===== src/rtl/grayscale_frame_ctrl_if.sv =====
// grayscale_frame_ctrl_if
//   Handshake bundle between the input FIFO, the frame controller and the
//   grayscale core, plus the per-pixel position tags issued with each read.
//   master : frame controller side (drives up_rd_en, dn_empty, pix_*)
//   slave  : FIFO/core side (drives up_empty, dn_rd_en, core_wr_en)
//   Signals:
//     up_empty   FIFO empty flag          up_rd_en   FIFO read enable
//     dn_empty   gated empty to core      dn_rd_en   core read request
//     core_wr_en core result write (monitored only)
//     pix_col/pix_row  position of the next pixel to issue
//     pix_sof/eol/eof  tags of the issued pixel, qualified by up_rd_en
interface grayscale_frame_ctrl_if #(
  parameter int WIDTH  = 720,
  parameter int HEIGHT = 540
);
  localparam int COLW = (WIDTH  > 1) ? $clog2(WIDTH)  : 1;
  localparam int ROWW = (HEIGHT > 1) ? $clog2(HEIGHT) : 1;

  logic            up_empty;
  logic            up_rd_en;
  logic            dn_empty;
  logic            dn_rd_en;
  logic            core_wr_en;
  logic [COLW-1:0] pix_col;
  logic [ROWW-1:0] pix_row;
  logic            pix_sof;
  logic            pix_eol;
  logic            pix_eof;

  modport master (
    input  up_empty, dn_rd_en, core_wr_en,
    output up_rd_en, dn_empty, pix_col, pix_row, pix_sof, pix_eol, pix_eof
  );

  modport slave (
    output up_empty, dn_rd_en, core_wr_en,
    input  up_rd_en, dn_empty, pix_col, pix_row, pix_sof, pix_eol, pix_eof
  );
endinterface


===== src/rtl/grayscale_frame_ctrl.sv =====
// grayscale_frame_ctrl
//   Frame sequencer between the 24-bit input FIFO and the grayscale core.
//   Each accepted start releases exactly WIDTH*HEIGHT FIFO reads, then waits
//   for the same number of core result writes before pulsing frame_done.
//   Ports:
//     clock, reset   system clock, synchronous active-high reset
//     start          single-cycle frame start (honoured only when idle)
//     io             FIFO/core handshake bundle (master modport)
//     frame_busy     high from the cycle after start through DONE
//     frame_done     one-cycle pulse after the last result write
//     frame_count    completed frames since reset (wraps)
//     err_spurious   sticky: core write while idle or beyond frame size
//     wdog_abort     (GS_FRAME_WATCHDOG_EN only) sticky stall abort flag
//   Optional feature: define GS_FRAME_WATCHDOG_EN to add the stall watchdog
//   (parameter WDOG_CYCLES, output wdog_abort).
module grayscale_frame_ctrl #(
  parameter int WIDTH  = 720,
  parameter int HEIGHT = 540
`ifdef GS_FRAME_WATCHDOG_EN
  ,
  parameter int WDOG_CYCLES = 4096
`endif
) (
  input  logic                   clock,
  input  logic                   reset,
  input  logic                   start,
  grayscale_frame_ctrl_if.master io,
  output logic                   frame_busy,
  output logic                   frame_done,
  output logic [15:0]            frame_count,
`ifdef GS_FRAME_WATCHDOG_EN
  output logic                   wdog_abort,
`endif
  output logic                   err_spurious
);
  localparam int CW    = $clog2(WIDTH*HEIGHT+1);
  localparam int COLW  = (WIDTH  > 1) ? $clog2(WIDTH)  : 1;
  localparam int ROWW  = (HEIGHT > 1) ? $clog2(HEIGHT) : 1;
  localparam logic [CW-1:0]   TOTAL    = CW'(WIDTH*HEIGHT);
  localparam logic [COLW-1:0] COL_LAST = COLW'(WIDTH-1);
  localparam logic [ROWW-1:0] ROW_LAST = ROWW'(HEIGHT-1);

  typedef enum logic [1:0] {IDLE, RUN, DRAIN, DONE} state_e;

  state_e          state_q, state_d;
  logic [CW-1:0]   in_cnt_q, in_cnt_d;
  logic [CW-1:0]   out_cnt_q, out_cnt_d;
  logic [COLW-1:0] col_q, col_d;
  logic [ROWW-1:0] row_q, row_d;
  logic [15:0]     count_q, count_d;
  logic            err_q, err_d;
  logic            dn_empty, up_rd_en;
`ifdef GS_FRAME_WATCHDOG_EN
  logic [15:0]     wdog_cnt_q, wdog_cnt_d;
  logic            wdog_q, wdog_d;
`endif

  always_comb begin
    state_d   = state_q;
    in_cnt_d  = in_cnt_q;
    out_cnt_d = out_cnt_q;
    col_d     = col_q;
    row_d     = row_q;
    count_d   = count_q;
    err_d     = err_q;
    dn_empty  = 1'b1;
    up_rd_en  = 1'b0;
`ifdef GS_FRAME_WATCHDOG_EN
    wdog_cnt_d = wdog_cnt_q;
    wdog_d     = wdog_q;
`endif

    // Result counter runs in RUN and DRAIN; a write beyond the frame size
    // cannot belong to this frame, so it is flagged instead of counted.
    if ((state_q == RUN || state_q == DRAIN) && io.core_wr_en) begin
      if (out_cnt_q == TOTAL) err_d = 1'b1;
      else                    out_cnt_d = out_cnt_q + CW'(1);
    end

    unique case (state_q)
      IDLE: begin
        if (start) begin
          state_d   = RUN;
          in_cnt_d  = '0;
          out_cnt_d = '0;
          col_d     = '0;
          row_d     = '0;
          err_d     = 1'b0;
`ifdef GS_FRAME_WATCHDOG_EN
          wdog_cnt_d = '0;
          wdog_d     = 1'b0;
`endif
        end
        // Checked after the start clear so a coincident stray write is kept.
        if (io.core_wr_en) err_d = 1'b1;
      end
      RUN: begin
        dn_empty = io.up_empty | (in_cnt_q == TOTAL);
        up_rd_en = io.dn_rd_en & ~dn_empty;
        if (up_rd_en) begin
          in_cnt_d = in_cnt_q + CW'(1);
          if (col_q == COL_LAST) begin
            col_d = '0;
            row_d = (row_q == ROW_LAST) ? '0 : row_q + ROWW'(1);
          end else begin
            col_d = col_q + COLW'(1);
          end
          if (in_cnt_q == TOTAL - CW'(1)) state_d = DRAIN;
        end
      end
      DRAIN: begin
        // Uses the updated count so the final write exits without a bubble.
        if (out_cnt_d == TOTAL) state_d = DONE;
      end
      DONE: begin
        count_d = count_q + 16'd1;
        state_d = IDLE;
        if (io.core_wr_en) err_d = 1'b1;
      end
      default: state_d = IDLE;
    endcase

`ifdef GS_FRAME_WATCHDOG_EN
    if (state_q == RUN || state_q == DRAIN) begin
      wdog_cnt_d = (up_rd_en | io.core_wr_en) ? '0 : wdog_cnt_q + 16'd1;
      if (wdog_cnt_d == 16'(WDOG_CYCLES)) begin
        wdog_d  = 1'b1;
        state_d = IDLE;
      end
    end
`endif
  end

  always_ff @(posedge clock) begin
    if (reset) begin
      state_q   <= IDLE;
      in_cnt_q  <= '0;
      out_cnt_q <= '0;
      col_q     <= '0;
      row_q     <= '0;
      count_q   <= '0;
      err_q     <= 1'b0;
`ifdef GS_FRAME_WATCHDOG_EN
      wdog_cnt_q <= '0;
      wdog_q     <= 1'b0;
`endif
    end else begin
      state_q   <= state_d;
      in_cnt_q  <= in_cnt_d;
      out_cnt_q <= out_cnt_d;
      col_q     <= col_d;
      row_q     <= row_d;
      count_q   <= count_d;
      err_q     <= err_d;
`ifdef GS_FRAME_WATCHDOG_EN
      wdog_cnt_q <= wdog_cnt_d;
      wdog_q     <= wdog_d;
`endif
    end
  end

  assign io.dn_empty  = dn_empty;
  assign io.up_rd_en  = up_rd_en;
  assign io.pix_col   = col_q;
  assign io.pix_row   = row_q;
  assign io.pix_sof   = up_rd_en & (col_q == '0) & (row_q == '0);
  assign io.pix_eol   = up_rd_en & (col_q == COL_LAST);
  assign io.pix_eof   = up_rd_en & (in_cnt_q == TOTAL - CW'(1));
  assign frame_busy   = (state_q != IDLE);
  assign frame_done   = (state_q == DONE);
  assign frame_count  = count_q;
  assign err_spurious = err_q;
`ifdef GS_FRAME_WATCHDOG_EN
  assign wdog_abort   = wdog_q;
`endif
endmodule


===== src/flat_wrapper.sv =====
// flat-port wrapper written by rule: the top's interface ports become plain ports
module grayscale_frame_ctrl_flat 
#(
  parameter int WIDTH  = 720,
  parameter int HEIGHT = 540

)
  (clock, reset, start, frame_busy, frame_done, frame_count, err_spurious, io_up_empty, io_dn_rd_en, io_core_wr_en, io_up_rd_en, io_dn_empty, io_pix_col, io_pix_row, io_pix_sof, io_pix_eol, io_pix_eof);
  grayscale_frame_ctrl_if #(.WIDTH(WIDTH), .HEIGHT(HEIGHT)) io_i ();
  input  logic clock;
  input  logic reset;
  input  logic start;
  output logic frame_busy;
  output logic frame_done;
  output logic [15:0] frame_count;
  output logic err_spurious;
  input wire logic [$bits(io_i.up_empty)-1:0] io_up_empty;
  input wire logic [$bits(io_i.dn_rd_en)-1:0] io_dn_rd_en;
  input wire logic [$bits(io_i.core_wr_en)-1:0] io_core_wr_en;
  output wire logic [$bits(io_i.up_rd_en)-1:0] io_up_rd_en;
  output wire logic [$bits(io_i.dn_empty)-1:0] io_dn_empty;
  output wire logic [$bits(io_i.pix_col)-1:0] io_pix_col;
  output wire logic [$bits(io_i.pix_row)-1:0] io_pix_row;
  output wire logic [$bits(io_i.pix_sof)-1:0] io_pix_sof;
  output wire logic [$bits(io_i.pix_eol)-1:0] io_pix_eol;
  output wire logic [$bits(io_i.pix_eof)-1:0] io_pix_eof;
  assign io_i.up_empty = io_up_empty;
  assign io_i.dn_rd_en = io_dn_rd_en;
  assign io_i.core_wr_en = io_core_wr_en;
  assign io_up_rd_en = io_i.up_rd_en;
  assign io_dn_empty = io_i.dn_empty;
  assign io_pix_col = io_i.pix_col;
  assign io_pix_row = io_i.pix_row;
  assign io_pix_sof = io_i.pix_sof;
  assign io_pix_eol = io_i.pix_eol;
  assign io_pix_eof = io_i.pix_eof;
  grayscale_frame_ctrl #(.WIDTH(WIDTH), .HEIGHT(HEIGHT)) u_core (.clock(clock), .reset(reset), .start(start), .io(io_i), .frame_busy(frame_busy), .frame_done(frame_done), .frame_count(frame_count), .err_spurious(err_spurious));
endmodule

===== config.mk =====
export PLATFORM = sky130hd
export DESIGN_NAME = grayscale_frame_ctrl_flat
export DESIGN_NICKNAME = d
export VERILOG_FILES = /design/src/rtl/grayscale_frame_ctrl_if.sv /design/src/rtl/grayscale_frame_ctrl.sv /design/src/flat_wrapper.sv
export SDC_FILE = /design/constraint.sdc
export NUM_CORES = 1
export LEC_CHECK = 0
export BUFFER_PORTS_ARGS = -buffer_cell sky130_fd_sc_hd__buf_2
export CORE_UTILIZATION = 58
export CTS_CLUSTER_SIZE = 8
export DETAILED_ROUTE_END_ITERATION = 16
export PLACE_DENSITY = 0.84
export SLEW_MARGIN = 10
export SYNTH_ARGS = -nofsm -noshare
export SYNTH_HDL_FRONTEND = slang
export SYNTH_SLANG_ARGS = --single-unit
export TNS_END_PERCENT = 10

===== constraint.sdc =====
create_clock -name clock -period 3 [get_ports clock]
set_input_delay 0 -clock clock [delete_from_list [all_inputs] [get_ports clock]]
set_output_delay 0 -clock clock [all_outputs]
set_load 0.005 [all_outputs]

==> results_dict.tcl <==
set metrics [dict create \
    std_cell_rows 30 \
    arrival_ns 3.03 \
    drv_cap 0 \
    crit_chain "inv_1 -> ha_1 -> nand3_4 -> or4b_4 -> a2111oi_4 -> nand3_2 -> nor4_4 -> o21ai_1 -> or3_1" \
    clock_sinks 77 \
    wl_per_cell_microns 13.8 \
    grt_max_degree 29 \
    port_buffers 49 \
    root_buffer "clkbuf_8" \
    ant_nets 0 \
    post-route-drc-count 0 \
    p_sw_mw 0.763 \
    synth_common_cells "83 x nor2_1, 77 x dfxtp_1, 38 x nand2_1" \
    tns_ns 0 \
    synth_area_sq_um 4050 \
    fmax_ghz 0.356 \
    internal-power_mw 1.56 \
    nNetsFinal 559 \
    rsz0062_at_grt "false" \
    place_congestion 0.851 \
    path_clk_slew_ns 0.07 \
    vias 3626 \
    drt-initial-drc-count 186 \
    htreeDepth 3 \
    async_reset_ff_frac 0 \
    combinationalPowerShare 0.234 \
    die_y_microns 85.5 \
    finalSetupViolCount 0 \
    diodes 0 \
    power.leakage_nw 1.68 \
    synth_nets 515 \
    synth_area_leaders "dfxtp_1 38%, nor2_1 7.7%, xor2_1 6.9%" \
    drt_pass1_iterations 5 \
    cp-end-kind "flip-flop" \
    grt_pass1_vias 3415 \
    synth.most_common_cell "nor2_1" \
    placed_area_sq_um 4320 \
    dr_wl_met3_microns 374 \
    antenna_found_initial 0 \
    worst_pin_slew_ns 0.652 \
    fin_area_sq_um 4490 \
    wl_met2_mm 4.15 \
    max_stage_delay_ns 0.53 \
    grt_usage 0.248 \
    dieArea_sq_um 7320 \
    postCtsSetupRepairBufs 0 \
    synth_seq_cells 77 \
    power_density_nw_per_um2 516 \
    grt_pass1_wl_mm 14.6 \
    core_area_sq_um 6760 \
    min_path_type "in2reg" \
    syn_to_final_growth_pct 11.0 \
    relSlewSlack 0.564 \
    switching_share 0.329 \
    insertion_delay_ns 0.34 \
    yosys_warnings 0 \
    initial_core_util 0.599 \
    drt-total-wl_mm 8.62 \
    finalPower_mw 2.32 \
    cp_max_fo 10 \
    io_pins 50 \
    clkPwrFrac 0.293 \
    ctsLongestPathBuffers 2 \
    die_w_microns 85.5 \
    outcome "completed" \
    fin_crit_ns 2.81 \
    cts_tree "yes" \
    synth_area_leader_cell "dfxtp_1" \
    peakVddDrop_mv 0.369 \
    overflow 0 \
    sequentialPowerShare 0.473 \
    syn_inst 496 \
    synthFlopType "dfxtp_1" \
    wl_met1_mm 3.85 \
    drive_gt1_frac 0.142 \
    finalCritPeriodShare 0.935 \
    ys_seq_area_frac 0.381 \
    topRoutingLayerUsed "met4" \
    syn_area_per_cell_sq_um 8.16 \
    cpMaxStageDelayCell "or4b_4" \
    cts_buffers 9 \
    synth_top_area_frac 0.381 \
    setup_ws_ns 0.195 \
    vias_per_cell 5.81 \
    worst-endpoint-required_ns 3.23 \
    synth_cell_types 52 \
    finalHoldViolCount 0 \
    fin_skew_ns 0.00671 \
    place_hpwl_mm 6.27 \
    pre_cts_slack_ns 0.216 \
    worstSetupStartpointType "flip-flop" \
    synth_edf_count 0 \
    worst-setup-path-type "reg2reg" \
    final_max_slew_viol_count 0 \
]
stage by stage:
stage | instances | util | hold WS [ns]
floorplan | 496 | - | 0.105
global placement | 608 | 0.639 | 0.286
detailed placement | 608 | 0.639 | 0.292
CTS | 624 | 0.665 | 0.0553
global route | 624 | 0.665 | 0.0951
finish | 624 | 0.665 | 0.0695
flip-flops by register name, summed over array words and instances (netlist names):
| register | count |
|---|---|
| u_core.frame_count | 16 |
| u_core.out_cnt_q | 19 |
| u_core.in_cnt_q | 19 |
| u_core.io.pix_row | 10 |
| u_core.io.pix_col | 10 |
| u_core.state_q | 2 |
| u_core.err_spurious | 1 |
worst paths after layout:
path	from	to	slack, ns	cells after the start
max	u_core.state_q[0]	u_core.state_q[1]	0.19	9
max reg2reg	u_core.state_q[0]	u_core.state_q[1]	0.19	9
min	start	u_core.err_spurious	0.07	4
min reg2reg	u_core.in_cnt_q[0]	u_core.in_cnt_q[0]	0.50	2
layer usage:
| metal | global-route usage | vias to the layer above |
|---|---|---|
| li1 | - | 1800 |
| met3 | 0.0558 | 27 |
| met1 | 0.302 | 1694 |
| met4 | 0.126 | 0 |
| met5 | 0 | - |
| met2 | 0.411 | 105 |
cells by family (layout without fill, tap and decap cells):
kind of cell               Yosys count  in the layout  synth area share
adders and majority gates           13             13            0.0402
buffers and inverters               40             88            0.0411
muxes                                4              4           0.00989
AOI/OAI and AO/OA                   64             64             0.103
xor gates and xnor gates            54             54             0.117
and+or+nand+nor                    244            244             0.308
DFF                                 77             77             0.381
repair_timing:
| action | in CTS | in global routing |
|---|---|---|
| hold buffers | 1 | 0 |
| resized for setup | 0 | 0 |
| hold endpoints to repair | 1 | 0 |
final cells by class:
class | instances | area, sq um
clock inverters | 4 | 25.0
inverters | 22 | 82.6
well taps | 80 | 100
clock buffers | 11 | 141
fillers | 550 | 2260
multi-input cells | 379 | 2340
flip-flops and latches | 77 | 1540
repair buffers | 51 | 263
cells in the final DEF (no fill, tap or decap), drive strengths merged, types with 8 or more instances in the layout:
cell type and n:
a21oi 23, and3 8, buf 50, clkbuf 11, dfxtp 77, ha 13
inv 22, nand2 38, nand3 28, nand4 18, nor2 83, nor3 12
nor4 11, o21ai 21, or3 17, xnor2 22, xor2 32
critical path: cells and delay by family, from the launching register on:
| kind | cells | cell delay (ns) |
|---|---|---|
| flip-flops | 1 | 0.38 |
| AO/OA/AOI/OAI | 2 | 0.43 |
| adder cells (fa/ha/maj) | 1 | 0.40 |
| AND/OR/NAND/NOR | 5 | 1.40 |
| buffers and inverters | 1 | 0.08 |
power by group through the flow:
stage          clock network (mW)  registers (mW)  logic (mW)
2_1_floorplan                   0            1.11       0.395
3_3_place_gp                    0            1.12       0.512
3_5_place_dp                    0            1.12       0.536
4_1_cts                     0.701            1.10       0.539
5_1_grt                     0.737            1.11       0.607
6_report                    0.679            1.10       0.543
Power figures use the tool's default switching activity.
